`config.mk`:
```
export PLATFORM = sky130hd
export DESIGN_NAME = exe_wb_merger
export DESIGN_NICKNAME = d
export VERILOG_FILES = /design/src/rtl/exe_wb_merger.sv
export SDC_FILE = /design/constraint.sdc
export NUM_CORES = 1
export LEC_CHECK = 0
export BUFFER_PORTS_ARGS = -buffer_cell sky130_fd_sc_hd__buf_2
export CAP_MARGIN = 20
export CORE_MARGIN = 2
export CORE_UTILIZATION = 56
export DETAILED_ROUTE_END_ITERATION = 16
export PLACE_DENSITY = 0.9
export SKIP_LAST_GASP = 1
export SLEW_MARGIN = 0
export SYNTH_ARGS = -nofsm -noshare
export SYNTH_HDL_FRONTEND = slang
export SYNTH_SLANG_ARGS = --single-unit
```
`constraint.sdc`:
```
create_clock -name clk -period 17.88 [get_ports clk]
set_input_delay 0 -clock clk [delete_from_list [all_inputs] [get_ports clk]]
set_output_delay 0 -clock clk [all_outputs]
set_load 0.1 [all_outputs]
```
`src/rtl/exe_wb_merger.sv`:
```
// exe_wb_merger: merges the ALU0, ALU1 and MUL/DIV writeback buses onto the two
// registered PRF write ports. The ALU pipes always win. A MUL/DIV result that
// cannot be written is parked in a small in-order FIFO that backpressures MUL/DIV.
module exe_wb_merger #(
    parameter int DATA_W   = 32,
    parameter int PRF_AW   = 6,
    parameter int ROB_AW   = 5,
    parameter int MQ_DEPTH = 2,
    localparam int W       = 1 + 32 + ROB_AW + PRF_AW + DATA_W,
    localparam int CW      = $clog2(MQ_DEPTH + 1)
) (
    input  logic          clk,
    input  logic          rst,
    input  logic          flush,
    input  logic [W-1:0]  a0_wb,
    input  logic [W-1:0]  a1_wb,
    input  logic [W-1:0]  md_wb,
    output logic          md_ready,
    output logic [W-1:0]  wp0,
    output logic [W-1:0]  wp1,
    output logic [CW-1:0] mq_count,
    output logic [15:0]   md_stall_cnt
);

    localparam int              PW      = (MQ_DEPTH > 1) ? $clog2(MQ_DEPTH) : 1;
    localparam logic [CW-1:0]   DEPTH_C = CW'(MQ_DEPTH);
    localparam logic [PW-1:0]   LAST_C  = PW'(MQ_DEPTH - 1);

    logic [W-1:0]  r_mem [MQ_DEPTH];
    logic [PW-1:0] r_rd;
    logic [PW-1:0] r_wr;
    logic [CW-1:0] r_count;
    logic [W-1:0]  r_wp0;
    logic [W-1:0]  r_wp1;
    logic [15:0]   r_stall;

    logic          w_a0v, w_a1v, w_mdv;
    logic          w_ready, w_acc, w_qne, w_mv, w_mgnt, w_pop, w_push;
    logic [W-1:0]  w_mcand;
    logic [W-1:0]  w_nwp0, w_nwp1;

    assign w_a0v   = a0_wb[W-1];
    assign w_a1v   = a1_wb[W-1];
    assign w_mdv   = md_wb[W-1];

    // Ready comes only from registered occupancy, never from an input valid.
    assign w_ready = (r_count < DEPTH_C);
    assign w_acc   = w_mdv && w_ready && !flush;
    assign w_qne   = (r_count != '0);

    // Queued results always go first so MUL/DIV order is preserved.
    assign w_mcand = w_qne ? r_mem[r_rd] : md_wb;
    assign w_mv    = !flush && (w_qne || w_acc);
    assign w_mgnt  = w_mv && !(w_a0v && w_a1v);
    assign w_pop   = w_qne && w_mgnt;
    // An accepted input is queued unless it went straight to a port (empty FIFO, granted).
    assign w_push  = w_acc && !(!w_qne && w_mgnt);

    // Slot fill: a0 > a1 > M, first valid to port 0, second to port 1, rest zero.
    always_comb begin
        w_nwp0 = '0;
        w_nwp1 = '0;
        if (w_a0v) begin
            w_nwp0 = a0_wb;
            if (w_a1v)       w_nwp1 = a1_wb;
            else if (w_mgnt) w_nwp1 = w_mcand;
        end else if (w_a1v) begin
            w_nwp0 = a1_wb;
            if (w_mgnt)      w_nwp1 = w_mcand;
        end else if (w_mgnt) begin
            w_nwp0 = w_mcand;
        end
    end

    // Registered PRF write ports.
    always_ff @(posedge clk or posedge rst) begin
        if (rst) begin
            r_wp0 <= '0;
            r_wp1 <= '0;
        end else begin
            r_wp0 <= w_nwp0;
            r_wp1 <= w_nwp1;
        end
    end

    // FIFO pointers and occupancy; flush empties the queue.
    always_ff @(posedge clk or posedge rst) begin
        if (rst) begin
            r_rd    <= '0;
            r_wr    <= '0;
            r_count <= '0;
        end else if (flush) begin
            r_rd    <= '0;
            r_wr    <= '0;
            r_count <= '0;
        end else begin
            if (w_pop)  r_rd <= (r_rd == LAST_C) ? '0 : r_rd + 1'b1;
            if (w_push) r_wr <= (r_wr == LAST_C) ? '0 : r_wr + 1'b1;
            case ({w_push, w_pop})
                2'b10:   r_count <= r_count + 1'b1;
                2'b01:   r_count <= r_count - 1'b1;
                default: r_count <= r_count;
            endcase
        end
    end

    // FIFO storage; contents are meaningless while the slot is not counted.
    always_ff @(posedge clk) begin
        if (w_push) r_mem[r_wr] <= md_wb;
    end

    // Saturating count of cycles MUL/DIV was held off.
    always_ff @(posedge clk or posedge rst) begin
        if (rst)                                         r_stall <= '0;
        else if (w_mdv && !w_ready && r_stall != 16'hFFFF) r_stall <= r_stall + 16'd1;
    end

    assign md_ready     = w_ready;
    assign wp0          = r_wp0;
    assign wp1          = r_wp1;
    assign mq_count     = r_count;
    assign md_stall_cnt = r_stall;

endmodule

```
==> reports/summary.txt, run 1 <==
Vias in the first global route = 13100
Die ar. = 26400 um^2
Clk root buf = clkbuf_16
Worst path buffer plus inverter count = 2
Cell Area, Placed = 16300 um^2
# nets final = 1912
Final worst slack = 14.40 ns
Largest net degree at the start of global routing = 98
Worst slew pin tran = 1.12 ns
Total number of vias = 12400
# resized after CTS = 0
DRC viols = 0
Area grow syn2layout = 45.5%
CTS H-tree depth = 2
Fraction of registers with async set/reset = 0.531
CTS Buffer Depth = 3
Switching power = 0.727 mW
Total negative slack = 0 ns
Switching Fraction = 0.342
CP Data Arrival Time = 3.85 ns
Fmax = 287 MHz
Hold Crit Class = in2async
Clock transition at path regs = 0.06 ns
Commonest non-fill, non-tap cell in the layout = buf_2
CP endpoint kind = flop
Post-synthesis cell count = 1008
Final Cell Area = 20400 um^2
Core area = 24500 um^2
CP top delay family = compound AO/OA/AOI/OAI gates
RSZ-0062 raised after global routing = no
Total GRT Usage = 0.371
Int Pwr = 1.40 mW
R2R Path End = wp0[39]
CTS Sinks = 324
Syn. warnings = 0
IO Pins = 402
Layout Skew = 0.0160 ns
Endpoints failing hold = 0
Worst skew pair latency = 0.50 ns
Net count after synthesis = 1240
Path depth of the worst reg2reg path = 6
Status = finished clean
Routability congestion estimate = 0.827
CTS Buf Count = 34
Period utilization = 0.195
Crit Path Class = reg2reg
R2R Setup Slk = 14.40 ns
Post-synth EDFFs = 152
Seq/Total Area, Yosys = 0.632
Die Width = 162 um
Worst IR drop on VDD = 0.000125 V
Clock power share = 0.337
GRT Residual Overflow = 0
Yosys reg bits = 324
Logic gate share of total power = 0.262
Most common flop cell mapped by yosys = dfrtp_1
Final HPWL DP = 23000 um
DRT Pass-1 Iters = 8
Final min period = 3.48 ns
Slowest library cell on the worst path = o21ai_4
Total wire length = 49900 um
LEAKAGE = 9.05 nW
Antenna violations before repair = 10
Final setup viols = 0
Areal power density over the cells = 104 nW/um^2
Synth Cell Area = 14000 um^2
Pre-CTS WS = 14.65 ns
First-pass GRT wire length = 74200 um
CTS tree = done
Post-route ant nets = 0
Starting density of the core = 0.574
Routed len/inst = 24.5 um
Max-cap violation count = 0
Critical Path Source Type = flop
Leading cell types in the layout, fill and taps excluded = 399 x buf_2, 303 x dlygate4sd3_1, 171 x dfrtp_1, 152 x edfxtp_1, 151 x mux2i_1
Count of different cell masters after synthesis = 36
Max FO, Critical Path = 44
Worst rel slew slack = 0.256
Num rows = 57
Via density = 6.09
Seq pwr share = 0.402
RR Startpoint = mq_count[1]
Die height = 162 um
Share of cells above drive strength 1 = 0.322
CP cell instances = o21ai_4 > buf_4 > o2bb2ai_1 > mux2i_1 > o21ai_0 > dlygate4sd3_1
Max-slew violation count = 0
Iter 0 DRT Violations = 1234
Syn_area_per_cell = 13.9 um^2
IO Port Bufs = 401
Slowest stage delay, CP = 0.87 ns
Worst EP required = 18.25 ns
## Yosys cell counts (all sizes together) (3+ instances only)
library cell,count,share of area
nand2,86,0.023
and3,4,0.0018
edfxtp,152,0.33
xor2,6,0.0037
dfrtp,172,0.31
nand3,8,0.0029
mux2i,151,0.11
nand4,3,0.0013
a21oi,4,0.0017
clkbuf,49,0.013
inv,4,0.0011
xnor2,11,0.0069
buf,29,0.010
o2bb2ai,74,0.048
a22o,74,0.046
mux2,76,0.061
nor2,11,0.0029
o21ai,78,0.028
## cells by family (layout without fill, tap and decap cells)
kind of cell             Yosys count  in the layout  share of synthesized area
multiplexers                     227            227                      0.169
adder cells (fa/ha/maj)            2              2                    0.00160
flip-flops                       324            324                      0.632
buffers and inverters             82            780                     0.0244
AO/OA/AOI/OAI                    235            235                      0.127
XOR/XNOR                          17             17                     0.0106
other                              0              9                          0
AND/OR/NAND/NOR                  121            121                     0.0363
## power groups by stage
| stage | clock network, mW | registers (mW) | logic, mW |
|---|---|---|---|
| 2_1_floorplan | 0 | 1.11 | 0.119 |
| 3_3_place_gp | 0 | 0.861 | 0.461 |
| 3_5_place_dp | 0 | 0.863 | 0.470 |
| 4_1_cts | 0.703 | 0.849 | 0.532 |
| 5_1_grt | 0.750 | 0.857 | 0.573 |
| 6_report | 0.716 | 0.854 | 0.557 |
## how the worst max path moves through the flow
stage | start | to | cells after the start
2_1_floorplan | mq_count[1] | r_mem[1][0] | 3
3_3_place_gp | a1_wb[75] | r_mem[1][52] | 5
3_5_place_dp | a1_wb[75] | r_mem[1][44] | 5
4_1_cts | mq_count[1] | wp0[28] | 6
5_1_grt | mq_count[1] | wp0[13] | 6
6_report | mq_count[1] | wp0[39] | 6
## state kept, by name (all words and copies together) (netlist names)
name	count
md_stall_cnt	16
mq_count	2
r_mem	152
r_rd	1
r_wr	1
wp0	76
wp1	76
## tightest hold or removal path: cells and delay by family
family	cells	cell delay (ns)
buffers and inverters	3	1.04
## through the flow
stage,utilization,hold WS [ns],cells,total power [mW]
after floorplan,-,0.0989,1008,1.23
after global placement,0.664,0.0729,1665,1.32
after detailed placement,0.664,0.0863,1665,1.33
after CTS,0.834,0.111,2030,2.08
after global routing,0.835,0.137,2037,2.18
final,0.835,0.102,2039,2.13
## repair_timing
item / CTS / global route
hold buffers: 303 / 0
buffers inserted: 0 / 0
endpoints found under the hold margin: 361 / 0
## per-layer routing
metal	part of all wire	track usage	wire, um
met5	0.00042	0	21
met4	0.073	0.244	3640
met3	0.084	0.0761	4170
met2	0.51	0.651	25400
met1	0.33	0.411	16700
## final cells by class
type,instances,area (um^2)
timing repair buffer,714,5130
fill,1085,4040
multi-input combinational,602,4860
antenna,9,22.5
sequential,324,8870
tap,324,405
clock inverter,9,71.3
clock buffer,53,1050
inverter,4,20.0
Power figures use the tool's default switching activity.
==> inputs of run 2 (changes only) <==
CORE_UTILIZATION = 52   (was 56)
PLACE_DENSITY = 0.85   (was 0.9)
clock period = 3.65 ns   (was 17.88 ns; I/O delays follow)
==> run 2 against run 1 <==
Combinational power grew to 4.9 times the previous value. Setup slack got worse by 14 ns. Largest power group unchanged. Via count shrank 4.2%. Core utilization shrank 6.4 points. Clock power increased to 4.7 times the previous value. Non-clock buffer count is 17 higher. Clock skew down 0.0014 ns. Hold slack worse by 0.076 ns. Critical path type is now in2reg.
==> reports/summary.txt, run 2 (same netlist as run 1, synthesis figures left out) <==
CP Data Arrival Time = 3.72 ns (-0.13 ns)
Largest net degree at the start of global routing = 106 (+8.2%)
Die ar. = 28300 um^2 (+7.5%)
Post-route ant nets = 0 (unchanged)
Share of cells above drive strength 1 = 0.325 (+0.00243)
DRT Pass-1 Iters = 6 (-2)
Worst slew pin tran = 1.08 ns (-0.0397 ns)
Total GRT Usage = 0.319 (-0.0520)
Worst IR drop on VDD = 0.000440 V (+250%)
Post-CTS setup buffer count = 0 (unchanged)
CTS Buffer Depth = 3 (unchanged)
Area grow syn2layout = 46.8%
CTS Sinks = 324 (unchanged)
Status = finished clean
Iter 0 DRT Violations = 902 (-27%)
Hold Crit Class = in2reg
Final worst slack = 0.342 ns (-14.06 ns)
Max reg flops = 152 (unchanged)
Antenna violations before repair = 7 (-3)
Top reg by flops = r_mem
Leading cell types in the layout, fill and taps excluded = 399 x buf_2, 313 x dlygate4sd3_1, 169 x dfrtp_1, 152 x edfxtp_1, 151 x mux2i_1
Crit Path Class = in2reg
Areal power density over the cells = 499 nW/um^2 (+380%)
Clock transition at path regs = 0.07 ns (about the same)
CTS tree = done
First-pass GRT wire length = 70400 um (-5.2%)
Routability congestion estimate = 0.809 (-2.2%)
Core area = 26700 um^2 (+9.3%)
Fmax = 302 MHz
Num rows = 60 (+5.3%)
Vias in the first global route = 12800 (-2.0%)
CP cell instances = dlygate4sd3_1 > clkbuf_8 > a21oi_2 > and3_4 > buf_4 > o2bb2ai_1 > mux2i_1 > o21ai_0 > dlygate4sd3_1
CTS Buf Count = 35 (+2.9%)
Finished Core Util = 0.771 (-0.0636)
Pre-CTS WS = 1.01 ns (-13.63 ns)
Layout Skew = 0.0146 ns (-0.00136 ns)
IO Port Bufs = 401 (unchanged)
CP endpoint kind = flop
Slowest library cell on the worst path = and3_4
Total negative slack = 0 ns (unchanged)
Starting density of the core = 0.525 (-0.0486)
CP dominant cell by count = dlygate4sd3_1
# nets final = 1930 (+0.94%)
IO Pins = 402 (unchanged)
Commonest non-fill, non-tap cell in the layout = buf_2
Die height = 168 um (+3.7%)
GRT Residual Overflow = 0 (unchanged)
Final setup viols = 0 (unchanged)
Max FO, Critical Path = 59 (+34%)
Max-slew violation count = 0 (unchanged)
Period utilization = 0.906
Via density = 5.74 (-5.7%)
Die Width = 168 um (+3.7%)
WHS = 0.0257 ns (-0.0762 ns)
Worst EP required = 4.07 ns (-14.18 ns)
Overall Power = 10.3 mW (+380%)
DRC viols = 0 (unchanged)
Total wire length = 46200 um (-7.5%)
Clk root buf = clkbuf_16
Slowest stage delay, CP = 0.85 ns (-0.02 ns)
RSZ-0062 raised after global routing = no
Final min period = 3.31 ns
Critical Path Source Type = input pin
Worst skew pair latency = 0.50 ns (about the same)
Endpoints failing hold = 0 (unchanged)
CTS H-tree depth = 2 (unchanged)
Routed len/inst = 22.3 um (-9.0%)
Worst rel slew slack = 0.282 (+0.0265)
Fillers = 1418 (+31%)
LEAKAGE = 9.11 nW (+0.69%)
Final HPWL DP = 23600 um (+2.3%)
Max-cap violation count = 0 (unchanged)
Total number of vias = 11900 (-4.2%)
[run 2: cell count changes in the layout (fill, tap and decap cells not counted), sizes merged]
cell,delta
buf,+7
bufinv,-1
clkbuf,-3
clkinv,+4
clkinvlp,+2
diode,-1
dlygate4sd3,+10
inv,-1
[run 2: worst paths after layout]
kind	endpoint	cells past startpoint	slack (ns)	from
max in group asynchronous	wp0[24]	4	2.81	rst
worst min register to register	md_stall_cnt[15]	1	0.49	md_stall_cnt[15]
worst max-delay path	wp0[52]	9	0.34	a0_wb[75]
worst max register to register	wp0[50]	6	0.47	mq_count[1]
min in group asynchronous	wp1[66]	3	0.05	rst
worst min-delay path	wp1[73]	2	0.03	a1_wb[75]
[run 2: metrics by stage]
step	instances	instance area [um^2]
final	2073	20600
after global routing	2072	20600
after CTS	2065	20600
after detailed placement	1689	16400
after global placement	1689	16400
after floorplan	1008	14100
[run 2: cell type report]
type / instances / area (um^2) / area share
sequential: 324 / 8870 / 0.431
timing repair buffer: 731 / 5310 / 0.257
multi-input combinational: 602 / 4880 / 0.237
clock buffer: 50 / 1020 / 0.0497
tap: 341 / 427 / 0.0207
clock inverter: 13 / 57.6 / 0.00279
inverter: 4 / 22.5 / 0.00109
antenna: 8 / 20.0 / 0.000971
[run 2: power breakdown]
group / switching (mW) / internal [mW]
registers: 0.102 / 4.07
logic: 1.96 / 0.759
clock network: 1.44 / 1.95
[run 2: per-layer routing]
layer	vias to the layer above	track usage	routed length [um]
li1	5199	-	-
met5	-	0	0
met3	170	0.0677	3180
met4	0	0.170	2520
met1	5875	0.361	16600
met2	656	0.567	23900
[run 2: worst max-delay path, delay by kind of cell]
kind,cells,cell delay (ns)
simple gates,1,0.85
buf+inv,4,1.86
compound gates,3,0.84
mux,1,0.15
[run 2: repair_timing]
item                                   CTS  global route
endpoints found under the hold margin  478             0
hold buffers                           313             0
gates resized for setup                  0             0
==> inputs of run 3 (changes only) <==
--- a/config.mk
+++ b/config.mk
@@ -7,3 +7,3 @@
 export LEC_CHECK = 0
-export BUFFER_PORTS_ARGS = -buffer_cell sky130_fd_sc_hd__buf_2
+export BUFFER_PORTS_ARGS = -buffer_cell sky130_fd_sc_hd__buf_4
 export CAP_MARGIN = 20
==> constraint.sdc (replaced) <==
create_clock -name clk -period 3.65 [get_ports clk]
set_input_delay 0.73 -clock clk [delete_from_list [all_inputs] [get_ports clk]]
set_output_delay 0.73 -clock clk [all_outputs]
set_load 0.1 [all_outputs]
==> run 3 against run 2 <==
Highest routed layer unchanged. Hold slack improved by 0.34 ns. Setup slack improved by 0.76 ns. Global-route usage decreased by 7.4 points. Fmax increased by 30%. Clock skew decreased by 0.0068 ns. Die area unchanged. Largest power group unchanged. Wire length decreased by 23%.
==> reports/summary.txt, run 3 (same netlist as run 1, synthesis figures left out) <==
Crit Path Class = in2reg
Clk root buf = clkbuf_16
Layout Skew = 0.00782 ns (-0.00681 ns)
Num rows = 60 (unchanged)
Final min period = 2.55 ns (-0.758 ns)
Worst rel slew slack = 0.280 (-0.00262)
CTS Sinks = 324 (unchanged)
Multi-input gate area = 4890 um^2 (+0.15%)
Vias in the first global route = 10100 (-22%)
Max reg flops = 152 (unchanged)
Worst path buffer plus inverter count = 2 (-2)
CP cell instances = buf_8 > a21oi_4 > and3_4 > buf_4 > o2bb2ai_1 > mux2i_1 > o21ai_0
Final setup viols = 0 (unchanged)
Die ar. = 28300 um^2 (unchanged)
Commonest non-fill, non-tap cell in the layout = buf_4
IO Port Bufs = 401 (unchanged)
CP top delay family = simple AND/OR/NAND/NOR gates
Worst skew pair latency = 0.50 ns (about the same)
Final HPWL DP = 24100 um (+2.2%)
DRC viols = 0 (unchanged)
Sequential standard cell area = 8870 um^2 (unchanged)
Die Width = 168 um (unchanged)
Die height = 168 um (unchanged)
Placed cells = 1688 (-0.059%)
RSZ-0062 raised after global routing = no
Total wire length = 35700 um (-23%)
Cts hold-fix bufs = 0 (-100%)
Worst IR drop on VDD = 0.000437 V (-0.56%)
WL met2 = 18300 um (-24%)
Core area = 26700 um^2 (unchanged)
Worst EP required = 4.05 ns (-0.02 ns)
Starting density of the core = 0.525 (unchanged)
Max-slew violation count = 0 (unchanged)
LEAKAGE = 8.09 nW (-11%)
Post-route ant nets = 0 (unchanged)
Via density = 5.60 (-2.4%)
Endpoints failing hold = 0 (unchanged)
Max FO, Critical Path = 74 (+25%)
Slowest stage delay, CP = 0.82 ns (-0.03 ns)
# nets final = 1617 (-16%)
CP endpoint kind = flop
CTS tree = done
Iter 0 DRT Violations = 625 (-31%)
Fmax = 392 MHz (+30%)
Worst slew pin tran = 1.08 ns (+0.00393 ns)
GRT Residual Overflow = 0 (unchanged)
CTS Buf Count = 36 (+2.9%)
# resized after CTS = 0 (unchanged)
Slowest library cell on the worst path = and3_4
Largest net degree at the start of global routing = 161 (+52%)
Hold Crit Class = in2async
Met1 Wirelength = 13900 um (-16%)
Total number of vias = 9814 (-18%)
Areal power density over the cells = 547 nW/um^2 (+9.7%)
IO Pins = 402 (unchanged)
Critical Path Source Type = input pin
Period utilization = 0.699 (-0.208)
DR top layer = met4
Max-cap violation count = 0 (unchanged)
Met3 routed WL = 2330 um (-27%)
CTS Buffer Depth = 3 (unchanged)
Post-CTS setup buffer count = 0 (unchanged)
Routed len/inst = 20.4 um (-8.6%)
Antenna violations before repair = 0 (-7)
Routability congestion estimate = 0.853 (+5.4%)
Ant diodes = 0 (-8)
Area grow syn2layout = 32.8%
Finished Core Util = 0.698 (-0.0737)
Overall Power = 10.2 mW (-0.79%)
Leading cell types in the layout, fill and taps excluded = 404 x buf_4, 169 x dfrtp_1, 152 x edfxtp_1, 151 x mux2i_1, 85 x nand2_1
Final std cells w/o fill = 1752 (-15%)
DRT Pass-1 Iters = 5 (-1)
Fillers = 1838 (+30%)
Status = finished clean
CTS H-tree depth = 2 (unchanged)
Share of cells above drive strength 1 = 0.399 (+0.0742)
CP Data Arrival Time = 2.95 ns (-0.77 ns)
First-pass GRT wire length = 54800 um (-22%)
Clock transition at path regs = 0.06 ns (about the same)
Top reg by flops = r_mem
Total GRT Usage = 0.245 (-0.0740)
run 3: final timing paths:
check	cells past startpoint	slack (ns)	end	from
worst max register to register	6	1.26	wp0[39]	mq_count[1]
worst min-delay path	2	0.36	wp1[53]	rst
worst min register to register	1	0.51	md_stall_cnt[14]	md_stall_cnt[14]
worst max-delay path	7	1.10	wp0[39]	a0_wb[75]
min in group clk	1	0.42	r_mem[1][1]	md_wb[1]
max in group asynchronous	3	2.42	wp1[23]	rst
run 3: final cells by class:
cell class / count / area share
clock inverter: 11 / 0.00624
inverter: 4 / 0.00121
tap: 341 / 0.0229
sequential: 324 / 0.476
multi-input combinational: 602 / 0.262
timing repair buffer: 417 / 0.176
clock buffer: 53 / 0.0556
run 3: layer usage:
metal / track usage / vias to the layer above
li1: - / 4561
met1: 0.295 / 4828
met2: 0.433 / 347
met3: 0.0564 / 78
met4: 0.0885 / 0
met5: 0 / -
run 3: report_power, final:
part / internal (mW) / switching (mW)
combinational: 0.684 / 1.83
sequential: 4.07 / 0.0956
clock: 2.12 / 1.40
total: 6.87 / 3.33
run 3: through the flow:
step / cell area (um^2) / TNS, ns / hold slack [ns] / worst slack [ns]
floorplan: 14100 / -101.34 / 0.576 / -0.669
global placement: 17500 / 0 / 0.476 / 0.679
detailed placement: 17500 / 0 / 0.498 / 0.581
CTS: 18600 / 0 / 0.379 / 1.11
global route: 18600 / 0 / 0.404 / 0.886
finish: 18600 / 0 / 0.361 / 1.10
